## src/rtl/mem_port_arbiter_pkg.sv

```systemverilog
// Shared encodings and helpers for the unified-memory port arbiter.
// Both requesters see identical handshakes; only the owner differs.
package mem_port_arbiter_pkg;

   typedef enum logic [1:0] {
      IDLE  = 2'd0,
      ISSUE = 2'd1,
      WAIT  = 2'd2,
      RESP  = 2'd3
   } state_t;

   typedef enum logic {
      OWN_IF = 1'b0,
      OWN_D  = 1'b1
   } owner_t;

   localparam logic [31:0] WORD_ALIGN_MASK = 32'hFFFF_FFFC;

   typedef struct packed {
      owner_t      owner;
      logic        we;
      logic [31:0] addr;
      logic [31:0] wdata;
      logic [3:0]  wmask;
   } mem_req_t;

   function automatic logic [31:0] word_align(input logic [31:0] addr);
      return addr & WORD_ALIGN_MASK;
   endfunction

endpackage

```

## src/rtl/mem_port_arbiter_starve.sv

```systemverilog
// Saturating starvation counter and the data-first priority decision.
// Fetch wins when data is idle or after STARVE_MAX data grants in a row.
module arb_starve_ctr #(
   parameter int STARVE_MAX = 4
) (
   input  logic clk,
   input  logic rst,
   input  logic d_req,
   input  logic if_elig,
   input  logic grant,
   output logic fetch_wins
);

   logic [3:0] cnt;
   logic       cnt_at_max;

   assign cnt_at_max = (cnt == 4'(STARVE_MAX));
   assign fetch_wins = if_elig & (~d_req | cnt_at_max);

   // NOTE: sequential state is written only with non-blocking assignments.
   always_ff @(posedge clk or posedge rst) begin
      if (rst) begin
         cnt <= '0;
      end else if (grant) begin
         if (!if_elig || fetch_wins)
            cnt <= '0;
         else if (!cnt_at_max)
            cnt <= cnt + 4'd1;
      end
   end

endmodule

```

## src/rtl/mem_port_arbiter.sv

```systemverilog
// Arbitrates one single-ported, fixed-latency memory between instruction
// fetch and load/store, one access at a time: IDLE -> ISSUE -> WAIT -> RESP.
module mem_port_arbiter
   import mem_port_arbiter_pkg::*;
#(
   parameter int MEM_LAT    = 1,
   parameter int STARVE_MAX = 4
) (
   input  logic        clk,
   input  logic        rst,
   input  logic        if_req,
   input  logic [31:0] if_addr,
   output logic        if_ack,
   output logic [31:0] if_rdata,
   input  logic        d_req,
   input  logic        d_we,
   input  logic [31:0] d_addr,
   input  logic [31:0] d_wdata,
   input  logic [3:0]  d_wmask,
   output logic        d_ack,
   output logic [31:0] d_rdata,
   input  logic        halt_in,
   output logic        mem_en,
   output logic        mem_we,
   output logic [31:0] mem_addr,
   output logic [31:0] mem_wdata,
   output logic [3:0]  mem_wmask,
   input  logic [31:0] mem_rdata,
   output logic        busy
);

   state_t     state;
   logic [2:0] wait_cnt;
   owner_t     owner;
   logic       owner_we;
   logic       if_elig;
   logic       grant;
   logic       fetch_wins;
   mem_req_t   win;

   assign if_elig = if_req & ~halt_in;
   assign grant   = (state == IDLE) & (d_req | if_elig);
   assign busy    = (state != IDLE);

   arb_starve_ctr #(
      .STARVE_MAX(STARVE_MAX)
   ) u_starve (
      .clk       (clk),
      .rst       (rst),
      .d_req     (d_req),
      .if_elig   (if_elig),
      .grant     (grant),
      .fetch_wins(fetch_wins)
   );

   // NOTE: every field gets a default first so this block cannot infer a latch.
   always_comb begin
      win = '0;
      if (fetch_wins) begin
         win.owner = OWN_IF;
         win.addr  = word_align(if_addr);
      end else begin
         win.owner = OWN_D;
         win.we    = d_we;
         win.addr  = word_align(d_addr);
         win.wdata = d_we ? d_wdata : '0;
         win.wmask = d_we ? d_wmask : 4'b0000;
      end
   end

   // mem_* registers double as the latched request; they read 0 outside ISSUE.
   always_ff @(posedge clk or posedge rst) begin
      if (rst) begin
         state     <= IDLE;
         wait_cnt  <= '0;
         owner     <= OWN_IF;
         owner_we  <= 1'b0;
         mem_en    <= 1'b0;
         mem_we    <= 1'b0;
         mem_addr  <= '0;
         mem_wdata <= '0;
         mem_wmask <= '0;
         if_ack    <= 1'b0;
         d_ack     <= 1'b0;
         if_rdata  <= '0;
         d_rdata   <= '0;
      end else begin
         case (state)
            IDLE: begin
               if (grant) begin
                  state     <= ISSUE;
                  owner     <= win.owner;
                  owner_we  <= win.we;
                  mem_en    <= 1'b1;
                  mem_we    <= win.we;
                  mem_addr  <= win.addr;
                  mem_wdata <= win.wdata;
                  mem_wmask <= win.wmask;
               end
            end
            ISSUE: begin
               state     <= WAIT;
               wait_cnt  <= 3'(MEM_LAT - 1);
               mem_en    <= 1'b0;
               mem_we    <= 1'b0;
               mem_addr  <= '0;
               mem_wdata <= '0;
               mem_wmask <= '0;
            end
            WAIT: begin
               if (wait_cnt == 3'd0) begin
                  state <= RESP;
                  if (owner == OWN_IF) begin
                     if_ack   <= 1'b1;
                     if_rdata <= mem_rdata;
                  end else begin
                     d_ack   <= 1'b1;
                     d_rdata <= owner_we ? '0 : mem_rdata;
                  end
               end else begin
                  wait_cnt <= wait_cnt - 3'd1;
               end
            end
            RESP: begin
               state  <= IDLE;
               if_ack <= 1'b0;
               d_ack  <= 1'b0;
            end
            default: state <= IDLE;
         endcase
      end
   end

endmodule

```

## config.mk

```make
export PLATFORM = sky130hd
export DESIGN_NAME = mem_port_arbiter
export DESIGN_NICKNAME = d
export VERILOG_FILES = /design/src/rtl/mem_port_arbiter_pkg.sv /design/src/rtl/mem_port_arbiter_starve.sv /design/src/rtl/mem_port_arbiter.sv
export SDC_FILE = /design/constraint.sdc
export NUM_CORES = 1
export LEC_CHECK = 0
export CAP_MARGIN = 20
export CORE_MARGIN = 4
export CORE_UTILIZATION = 42
export DETAILED_ROUTE_END_ITERATION = 8
export PLACE_DENSITY = 0.89
export SLEW_MARGIN = 20
export SYNTH_ARGS = -nofsm -noshare
export SYNTH_HDL_FRONTEND = slang
export SYNTH_SLANG_ARGS = --single-unit
```

## constraint.sdc

```tcl
create_clock -name clk -period 7.1 [get_ports clk]
set_input_delay 1.42 -clock clk [delete_from_list [all_inputs] [get_ports clk]]
set_output_delay 1.42 -clock clk [all_outputs]
set_load 0.01 [all_outputs]
```

* Word-level counts from Yosys, hierarchy flattened
Index checks and enable logic that the tools add are counted.
** Storage, ports and cells
- Register bits :: 147
- Bits of input ports :: 138
- Output and inout port bits :: 137
- Logic and storage cells :: 81
** Cells by class
- Add/sub/neg operators :: 2
- Equality and inequality tests :: 10
- Mux-type cells :: 30
- Bitwise operators :: 8
- Reduce and logical (&&, ||, !) cells :: 17
** Operator list (number)
- $mux W32 :: 5
- $pmux W32 S2 :: 2
- $mux W36 :: 1
- $mux W4 :: 4
- $ne A2 B2 Y1 const B :: 6
- $reduce_and A3 Y1 :: 4
- $reduce_and A2 Y1 :: 5
- $mux W1 :: 8
- $pmux W1 S2 :: 4
- $pmux W2 S4 :: 1
- $pmux W4 S2 :: 1
- $reduce_bool A2 Y1 :: 4
- $pmux W3 S2 :: 1
- $add A4 B1 Y4 const B :: 1
- $eq A2 B2 Y1 const B :: 2
- $eq A4 B3 Y1 const B :: 1
- $mux W2 :: 2
- $and A1 B1 Y1 :: 3
- $logic_not A3 Y1 :: 1
- $mux W3 :: 1
- $not A1 Y1 :: 3
- $sub A3 B1 Y3 const B :: 1
- $eq A2 B1 Y1 const B :: 1
- $logic_not A2 Y1 :: 1
- 3 further kinds :: 4

* Depth between registers and ports, before layout
- Depth in word-level cells :: 6
- Gate-level depth with buffers :: 9
- Gate-level depth less buffers :: 6

* Cells and area by module
From an unflattened synthesis, not the netlist that was laid out.
** Unflattened totals
- Cell total of the unflattened synthesis :: 580
- Area, all modules :: 6842.8 sq um
** By module, submodules not included
- mem_port_arbiter :: instances 1, cells each 555, area an instance 6597.6 sq um, sequential area each 3528.4 sq um
- arb_starve_ctr :: instances 1, cells each 25, area an instance 245.2 sq um, sequential area each 100.1 sq um

* Worst setup path before layout
No wires, ideal clock.
- Kind :: in2reg
- From :: input halt_in
- To :: register mem_wdata[0]
- Setup time :: 0.065 ns
- Arrival :: 2.582 ns
- Required time :: 7.035 ns
- Slack :: 4.452 ns
- Stages on the path :: 5
- Path buffers :: 1
- Cells stage by stage :: nand2b_4 > a211o_1 > nor3b_4 > buf_6 > a22o_1
** Between the ends
- Cells in the longest elaborated chain, start to end :: 6
- Elaborated cells on any way between the ends :: 10
- Those cells by class :: eq/ne (1); mux (3); bitwise (5); reduce/logical (1)
** Ends and longest elaborated chain
- from (decl) :: line mem_port_arbiter.sv:22 : input logic halt_in,
- $not A1 Y1 * :: line mem_port_arbiter.sv:41 : assign if_elig = if_req & ~halt_in;
- $and A1 B1 Y1 * :: line mem_port_arbiter.sv:41
- $and A1 B1 Y1 or $or A1 B1 Y1 (tied branches) :: line mem_port_arbiter_starve.sv:18, mem_port_arbiter.sv:42
- $mux W36 or $and A1 B1 Y1 (tied branches) :: line mem_port_arbiter.sv:59, mem_port_arbiter.sv:42
- $mux W32 or $ne A2 B2 Y1 (tied branches)
- $pmux W32 S2 or $reduce_and A2 Y1 (tied branches)
- to (signal assigned) :: line mem_port_arbiter.sv:97 : mem_wdata <= win.wdata;
- to (decl) :: line mem_port_arbiter.sv:26 : output logic [31:0] mem_wdata,
Every way passes the cells marked *; elsewhere a longest branch is shown, timed or not. The select of a mux whose other input is x is not followed.
A chain may end at the register's enable or synchronous reset.

* Worst setup path after layout
- From :: register state[0]
- To :: output busy
** Between the ends
- Cells in the longest elaborated chain, start to end :: 1
** Ends and longest elaborated chain
- from (decl) :: line mem_port_arbiter.sv:32 : state_t state;
- from (signal assigned) :: line mem_port_arbiter.sv:74 : state <= IDLE;
- from (signal assigned) :: line mem_port_arbiter.sv:91 : state <= ISSUE;
- from (signal assigned) :: line mem_port_arbiter.sv:102 : state <= WAIT;
- $reduce_bool A2 Y1 :: line mem_port_arbiter.sv:43 : assign busy = (state != IDLE);
- to (decl) :: line mem_port_arbiter.sv:29 : output logic busy
Every way passes these cells.

==> flow_summary.toml <==
[timing]
slew_headroom_pct = 32.6
tns_ps = 0
timing.fmax_mhz = 298
worstMarginPinSlew_ps = 1010
setup_ws_ps = 3750
hold_viol_final = 0
post-route-min-period_ps = 3350
slew_viol_final = 0
skew_ps = 11.6
finalCritPeriodShare_pct = 47.2
rsz0062_at_grt = "false"
finalSetupViolations = 0

[detailed_routing]
wl_per_cell_um = 17.7
wl_um = 16900
postRouteAntennaNets = 0
via_count = 4899
dr.pass1.iters = 4
drtIter0Drc = 227
via_per_inst = 5.12
route.detailed.drc = 0

[final_layout]
fin_util_pct = 67.8
layout_commonest_cell = "clkdlybuf4s50_1"
seq_area_um2 = 3630
multi_input_area_um2 = 2170
layout_common_cells = "clkdlybuf4s50_1, dfrtp_1, nand2_1"
finish.instance_area_um2 = 9450
drive_above_1_share_pct = 9.41
synthToLayoutAreaGrowth_pct = 57.7
nNetsFinal = 909
diodes = 0
fillers = 965

[place]
postPlaceCellArea_um2 = 8780
port_buffers = 268
globalplace.congestion = 0.847
dp_hpwl_um = 12500
pre_cts_slack_ps = 3330

[power]
powerDensity_nw_per_um2 = 409
vdd_drop_max_uv = 235
p_leak_uw = 0.00407

[worst_setup_path]
cp-end-kind = "output pin"
worst_path_max_delay_cell = "clkdlybuf4s50_1"
worstRegToRegCells = 7
cp.required_ps = 5680
critical_path.cell_chain = "inv_1, ha_1, inv_1, clkdlybuf4s50_1"
slowest_delay_ps = 520
crit_top_cell = "inv_1"
startpoint_type = "register"
worstPathMaxFanout = 11
critPathKind = "reg -> out"
critPathArrivalTime_ps = 1930

[synth]
synth_warnings = 0
synth-seq-area-share_pct = 60.5
synth_top_area_share_pct = 60.5
syn_avg_cell_area_um2 = 11.9
netlist_top_cells_area = "dfrtp_1, mux2_2, o21ai_0"
synth_cell_types = 35
ys_async_sr_fraction_pct = 100
ys_ff_latch = 145
syn-cell-area_um2 = 6000
synth-main-ff-cell = "dfrtp_1"
synth_area_leader_cell = "dfrtp_1"
synthCells = 504
synth_edf_count = 0

[flow_run]
maxCapViolations = 0

[global_routing]
grt_max_degree = 78
grt_first_pass_wirelength_um = 26600
antenna_found_initial = 0
grt_usage_pct = 20.8
grt-ovfl-total = 0
grt_pass1_vias = 5292

[clock_tree]
cts_tree = "done"
cts.repair.resized = 0
root_buffer = "clkbuf_16"
clkSlewWorstSetupHoldPaths_ps = 60
cts_buffers = 17
post_cts_buffers = 0
hold_buffers = 0
cts_buffer_depth = 2
ctsHtreeMaxLevel = 4
numClockSinks = 145
clk_latency_ps = 420

[floorplanning]
io_pins = 275
core_region_area_um2 = 13900
die_h_um = 127
fp.dieW_um = 127
start_util_pct = 43.0
rows = 43
dieArea_um2 = 16300

[hold_path]
hp-class = "reg -> reg"
min_path_cells = 2

[status]
outcome = "finished, final reports clean"
[flip-flops by register name, indices dropped and copies added, names as in the netlist]
name          count
mem_we            1
d_ack             1
wait_cnt          3
owner             1
d_rdata          32
owner_we          1
mem_en            1
if_rdata         32
u_starve.cnt      4
if_ack            1
state             2
mem_addr         30
mem_wdata        32
mem_wmask         4
[per-layer routing]
metal | up-vias | routed length [µm] | global-route usage [%]
li1 | 2261 | - | -
met1 | 2356 | 6370 | 22.9
met2 | 249 | 8530 | 36.2
met4 | 0 | 368 | 8.01
met3 | 33 | 1620 | 8.07
met5 | - | 0 | 0
[cell type report]
cell class / count / share of cell area (%)
tap: 180 / 2.38
sequential: 145 / 38.4
multi-input combinational: 317 / 23.0
inverter: 10 / 0.450
timing repair buffer: 272 / 28.7
clock buffer: 23 / 4.95
clock inverter: 9 / 2.13
[worst paths after layout]
path                                   startpoint                        end  slack, ps
setup / recovery             state[0]$_DFFE_PP0P_                       busy       3750
hold / removal             d_rdata[4]$_DFFE_PP0P_     d_rdata[4]$_DFFE_PP0P_        480
setup reg to reg             state[0]$_DFFE_PP0P_  mem_wdata[13]$_DFFE_PP0P_       4500
hold reg to reg            d_rdata[4]$_DFFE_PP0P_     d_rdata[4]$_DFFE_PP0P_        480
max in group asynchronous                     rst   mem_addr[15]$_DFFE_PP0P_       4230
min in group asynchronous                     rst   if_rdata[24]$_DFFE_PP0P_       1450
[where the power goes]
part | switching [µW] | total [µW] | internal [µW]
clock | 330 | 1010 | 679
sequential | 198 | 1340 | 1140
combinational | 699 | 1520 | 824
total | 1230 | 3870 | 2640
[cells in the mapped netlist, drive strengths merged, types with 4 or more instances]
master and n:
a21oi 4, a22o 38, buf 15, clkbuf 18, dfrtp 145, ha 8, inv 10, mux2 33
mux2i 31, nand2 74, nand2b 34, nor2 5, o21ai 71
[kinds of logic after synthesis]
family,Yosys count,share of synthesized area (%)
adder cells (fa/ha/maj),8,1.67
buffers and inverters,43,3.53
flip-flops,145,60.5
AO/OA/AOI/OAI,121,13.0
AND/OR/NAND/NOR,122,9.85
multiplexers,64,11.4
other,1,0.0625
[through the flow]
stage                     hold WS, ps  power, µW  instances
after floorplan                   450       2030        505
after global placement            461       2810        924
after detailed placement          469       2880        924
after CTS                         481       3910        956
after global routing              513       4090        956
final                             476       3870        956
[worst max-delay path: cells and delay by family (launching register included)]
kind / cells / cell delay, ps
buffers and inverters: 3 / 720
DFF: 1 / 420
adders and majority gates: 1 / 380
Note: power is estimated with default switching activity, not from simulation.
